## config.mk

```make
export PLATFORM = sky130hd
export DESIGN_NAME = barrel_shift_pipe
export DESIGN_NICKNAME = d
export VERILOG_FILES = /design/src/rtl/barrel_shift_pipe.sv
export SDC_FILE = /design/constraint.sdc
export NUM_CORES = 1
export LEC_CHECK = 0
export CAP_MARGIN = 20
export CORE_MARGIN = 2
export CORE_UTILIZATION = 62
export DETAILED_ROUTE_END_ITERATION = 12
export PLACE_DENSITY_LB_ADDON = 0.25
export SLEW_MARGIN = 20
export SYNTH_ARGS = -nofsm -noshare
export SYNTH_HDL_FRONTEND = slang
export SYNTH_SLANG_ARGS = --single-unit
```

## constraint.sdc

```tcl
create_clock -name clk -period 4.95 [get_ports clk]
set_clock_uncertainty 0.1 [all_clocks]
set_input_delay 0.99 -clock clk [delete_from_list [all_inputs] [get_ports clk]]
set_output_delay 0.99 -clock clk [all_outputs]
set_load 0.01 [all_outputs]
```

## src/rtl/barrel_shift_pipe.sv

```systemverilog
// Pipelined barrel shifter/rotator with a globally stalled valid/ready pipeline.
// Define BARREL_SHIFT_CARRY_EN to add the out_carry port and its logic.
module barrel_shift_pipe #(
    parameter int WIDTH       = 16,
    parameter int PIPE_STAGES = 2,
    localparam int AW         = $clog2(WIDTH)
) (
    input  logic             clk,
    input  logic             rst_n,
    input  logic             in_valid,
    output logic             in_ready,
    input  logic [WIDTH-1:0] in_data,
    input  logic [AW-1:0]    in_amt,
    input  logic [2:0]       in_op,
    output logic             out_valid,
    input  logic             out_ready,
`ifdef BARREL_SHIFT_CARRY_EN
    output logic             out_carry,
`endif
    output logic [WIDTH-1:0] out_data
);

    localparam int PER = (AW + PIPE_STAGES - 1) / PIPE_STAGES;

    localparam logic [2:0] OP_ROR = 3'b000;
    localparam logic [2:0] OP_ROL = 3'b001;
    localparam logic [2:0] OP_SLL = 3'b010;
    localparam logic [2:0] OP_SRL = 3'b011;
    localparam logic [2:0] OP_SRA = 3'b100;

    logic             advance;
    logic             valid_q [PIPE_STAGES];
    logic             valid_d [PIPE_STAGES];
    logic [WIDTH-1:0] data_q  [PIPE_STAGES];
    logic [WIDTH-1:0] data_d  [PIPE_STAGES];
    logic [AW-1:0]    amt_q   [PIPE_STAGES];
    logic [AW-1:0]    amt_d   [PIPE_STAGES];
    logic [2:0]       op_q    [PIPE_STAGES];
    logic [2:0]       op_d    [PIPE_STAGES];
    logic             sign_q  [PIPE_STAGES];
    logic             sign_d  [PIPE_STAGES];
`ifdef BARREL_SHIFT_CARRY_EN
    logic             carry_q [PIPE_STAGES];
    logic             carry_d [PIPE_STAGES];
`endif

    assign advance   = !out_valid || out_ready;
    assign in_ready  = advance;
    assign out_valid = valid_q[PIPE_STAGES-1];
    assign out_data  = data_q[PIPE_STAGES-1];
`ifdef BARREL_SHIFT_CARRY_EN
    assign out_carry = carry_q[PIPE_STAGES-1];
`endif

    // Level l shifts by WIDTH>>(l+1) and lives in stage l/PER.
    always_comb begin
        logic [WIDTH-1:0] x;
        logic [WIDTH-1:0] xn;
        logic [AW-1:0]    a;
        logic [AW-1:0]    ta;
        logic [2:0]       op;
        logic             sg;
        int               s;
`ifdef BARREL_SHIFT_CARRY_EN
        logic [WIDTH-1:0] t;
        logic             c;
        t = '0;
        c = 1'b0;
`endif
        x  = '0;
        xn = '0;
        a  = '0;
        ta = '0;
        op = '0;
        sg = 1'b0;
        s  = 0;
        for (int k = 0; k < PIPE_STAGES; k++) begin
            if (k == 0) begin
                x  = in_data;
                a  = in_amt;
                op = in_op;
                sg = in_data[WIDTH-1];
`ifdef BARREL_SHIFT_CARRY_EN
                c  = 1'b0;
`endif
                valid_d[k] = in_valid && in_ready;
            end else begin
                x  = data_q[k-1];
                a  = amt_q[k-1];
                op = op_q[k-1];
                sg = sign_q[k-1];
`ifdef BARREL_SHIFT_CARRY_EN
                c  = carry_q[k-1];
`endif
                valid_d[k] = valid_q[k-1];
            end
            for (int l = 0; l < AW; l++) begin
                if (l / PER == k) begin
                    s  = WIDTH >> (l + 1);
                    ta = a >> (AW - 1 - l);
                    if (ta[0]) begin
                        xn = x;
                        unique case (op)
                            OP_ROR:  xn = (x >> s) | (x << (WIDTH - s));
                            OP_ROL:  xn = (x << s) | (x >> (WIDTH - s));
                            OP_SLL:  xn = x << s;
                            OP_SRL:  xn = x >> s;
                            OP_SRA:  xn = (x >> s) |
                                          (sg ? ~({WIDTH{1'b1}} >> s) : '0);
                            default: xn = x;
                        endcase
`ifdef BARREL_SHIFT_CARRY_EN
                        // The last level that moves data owns the carry.
                        unique case (op)
                            OP_ROR: c = xn[WIDTH-1];
                            OP_ROL: c = xn[0];
                            OP_SLL: begin
                                t = x >> (WIDTH - s);
                                c = t[0];
                            end
                            OP_SRL, OP_SRA: begin
                                t = x >> (s - 1);
                                c = t[0];
                            end
                            default: c = 1'b0;
                        endcase
`endif
                        x = xn;
                    end
                end
            end
            data_d[k] = x;
            amt_d[k]  = a;
            op_d[k]   = op;
            sign_d[k] = sg;
`ifdef BARREL_SHIFT_CARRY_EN
            carry_d[k] = c;
`endif
        end
    end

    always_ff @(posedge clk or negedge rst_n) begin
        if (!rst_n) begin
            for (int k = 0; k < PIPE_STAGES; k++) begin
                valid_q[k] <= 1'b0;
                data_q[k]  <= '0;
                amt_q[k]   <= '0;
                op_q[k]    <= '0;
                sign_q[k]  <= 1'b0;
`ifdef BARREL_SHIFT_CARRY_EN
                carry_q[k] <= 1'b0;
`endif
            end
        end else if (advance) begin
            for (int k = 0; k < PIPE_STAGES; k++) begin
                valid_q[k] <= valid_d[k];
                data_q[k]  <= data_d[k];
                amt_q[k]   <= amt_d[k];
                op_q[k]    <= op_d[k];
                sign_q[k]  <= sign_d[k];
`ifdef BARREL_SHIFT_CARRY_EN
                carry_q[k] <= carry_d[k];
`endif
            end
        end
    end

endmodule
```

==> metrics.md <==
| Metric | Value |
|---|---|
| Outcome | `finished, final reports clean` |
| Area delta synth->final | `9.22%` |
| Vias in the first global route | `3542` |
| Synth cell types | `57` |
| Relative slew slack | `28.8%` |
| Crit-path max cell delay | `approximately 1200 ps` |
| Worst min-delay path class | `reg2reg` |
| Seq/Total Area, Yosys | `around 27%` |
| DRC Markers | `0` |
| Synth Flop Type | `dfrtp_1` |
| Max Cap Viol | `0` |
| CP Capture Type | `flop` |
| Worst reg2reg path depth | `5` |
| Clk sinks | `40` |
| Tot Pwr | `1460 µW` |
| Worst path top cell family by delay | `buffers and inverters` |
| Mapped Area | `between 0.003 and 0.004 mm²` |
| Data arrival, critical path | `3640 ps` |
| Share of cells above drive strength 1 | `under 10%` |
| Post-detailed-placement half-perimeter wirelength | `a little under 8 mm` |
| Post-route setup TNS | `0 ps` |
| H-tree Lvls | `2` |
| RR Startpoint | `op_d[1]` |
| Initial core utilization | `63.6%` |
| IO Port Bufs | `44` |
| CP max FO | `32` |
| Latest clock arrival within the worst-skew pair | `approximately 300 ps` |
| CTS resizes | `0` |
| Antenna violations before repair | `0` |
| CP required | `about 5000 ps` |
| CTS hold repair buffers | `0` |
| Max clock buf depth | `2` |
| Core area | `between 0.005 and 0.006 mm²` |
| WS Path Type | `in2reg` |
| Clock-pin slew on the worst setup and hold paths | `roughly 80 ps` |
| Layout Utilization | `69.4%` |
| Post-synthesis register bit count | `40` |
| Crit-path slowest cell | `clkdlybuf4s50_1` |
| Post-route ant nets | `0` |
| Die width | `between 80 and 90 µm` |
| Die H | `between 80 and 90 µm` |
| Setup bufs post-CTS | `0` |
| Fin crit period | `~3600 ps` |
| Worst-path cell chain | `clkdlybuf4s50_1, nand2b_1, a21oi_1, a221o_1, nand2_1, a221oi_1` |
| WHS Endpoint | `valid_d[0]` |
| GP Congestion | `between 0.9 and 1` |
| Synth warn | `0` |
| Worst reg2reg setup slack | `about 2200 ps` |
| Final hold slack | `roughly 370 ps` |
| Count of flip-flops with a built-in enable after synthesis | `0` |
| Post-Syn Nets | `between 400 and 500` |
| Mapped Avg Cell Area | `a little under 8 µm²` |
| Slew @ Worst Pin | `1070 ps` |
| Global-route wire length before repair | `about 18 mm` |
| Post-synth ARST share | `100%` |
| Maximum vdd drop | `around 0.26 mV` |
| Final Hold Vio Count | `0` |
| Top-Level Pins | `45` |
| Drt pass-1 iters | `6` |
| Leakage | `~0.0016 µW` |
| Hold_sp | `valid_d[0]` |
| Num rows | `28` |
| Buf/Inv on CP | `1` |
| Root Buffer | `clkbuf_8` |
| Maximum clock rate | `0.281 GHz` |
| Min-Delay Path Depth | `2` |
| Critical path depth in cells | `6` |
| Vias per cell | `between 7 and 8` |
| Final setup fails | `0` |
| Largest net degree at the start of global routing | `41` |
| CTS Buf Count | `5` |
| Fin. max-slew vios | `0` |
| CP Launch Type | `input port` |
| Non-Filler Instances | `between 500 and 600` |
| Final WL | `approximately 11 mm` |
| Unrepaired setup endpoints after global routing | `false` |
| GR Util All Layers | `between 30% and 40%` |
| CTS tree | `built` |
| RR Endpoint | `out_data[2]` |
| Final period util | `between 70% and 80%` |
| Routed len/inst | `roughly 21 µm` |
| Placed Cells | `between 500 and 600` |
| Die area | `~0.0066 mm²` |
| First DRT Iteration DRCs | `approximately 700` |
| Pwr dens | `around 360 mW/mm²` |
| Vias | `just under 4000` |
| Grt ovf | `0` |
| Post-synthesis cell count | `~470` |
| NumNets Final | `a little under 500` |
| Antenna cells | `0` |
worst max path at each step:
stage	end	startpoint	slack (ps)
2_1_floorplan	in_ready	out_ready	2200
3_3_place_gp	data_q[23]	in_amt[3]	1330
3_5_place_dp	data_q[23]	in_amt[3]	1180
4_1_cts	in_ready	out_ready	1490
5_1_grt	data_q[23]	in_amt[3]	1230
6_report	data_q[23]	in_amt[3]	1400
per-layer routing:
metal  track usage, %  wire [µm]  vias up
li1                 -          -     1759
met1             52.9       4840     1792
met2             52.3       4810      290
met3             6.70       1270       36
met4             10.0        292        0
met5                0          0        -
registers in the layout, summed over array words and instances (netlist names):
name	count
data_q	16
out_valid	1
valid_d	1
out_data	16
amt_d	2
sign_d	1
op_d	3
power breakdown:
group	leakage [µW]	internal (µW)	switching [µW]
Sequential	0.000464	408	136
Combinational	0.00106	309	324
Clock	0.0000548	152	134
metrics by stage:
stage               setup slack (ps)  area (µm²)
floorplan                       2200        3720
global placement                1330        3950
detailed placement              1180        3950
CTS                             1490        4060
global route                    1230        4060
finish                          1400        4060
cell usage after synthesis, drive strengths merged (7+ instances only):
library cell	instances	area, µm²
nor2	26	97.6
nand2	51	191
mux2	7	78.8
a221o	9	90.1
a21oi	42	221
a211oi	8	60.1
o21ai	39	195
o22ai	17	106
clkbuf	18	68.8
nor3	8	40.0
a221oi	15	131
buf	42	264
o221ai	14	123
nor3b	7	52.6
dfrtp	40	1000
mux2i	23	230
nor2b	20	125
logic make-up (layout without fill, tap and decap cells):
group,after synthesis,after routing,synth area share (%)
AO/OA/AOI/OAI,194,194,36.6
flip-flops,40,40,26.9
buffers and inverters,66,62,9.55
multiplexers,30,30,8.31
XOR/XNOR,2,2,0.471
AND/OR/NAND/NOR,137,137,18.2
final cells by class:
class | count | area, µm²
tap | 75 | 93.8
fill | 520 | 1790
clock inverter | 3 | 46.3
inverter | 6 | 22.5
clock buffer | 5 | 68.8
timing repair buffer | 48 | 465
multi-input combinational | 363 | 2360
sequential | 40 | 1000
cells in the final DEF, fill, tap and decap left out, types with 3 or more instances in the layout:
master            n
o211ai_1          3
nor3_1            8
o21a_1            3
o22ai_1          17
mux2i_1          23
or3_1             4
o22a_1            5
inv_1             6
nor2_1           26
a22o_1            3
a221oi_1         15
a21o_1            5
a21boi_0          3
mux2_2            7
o221a_2           4
a21oi_1          41
a211oi_1          8
o221ai_1         14
a22oi_1           4
nand2_1          51
buf_4             4
nand2b_1          6
o211a_1           6
nor3b_1           7
o21ai_0          38
nor2b_1          20
clkbuf_8          5
a221o_1           9
clkdlybuf4s50_1  43
dfrtp_1          39
worst register-to-register path: stages, from the launching register on:
cell	delay, ps
dfrtp_1	900
or2_1	630
o32ai_1	160
a211oi_1	380
a221oi_1	190
a311oi_1	310
(Power assumes the default switching activity.)
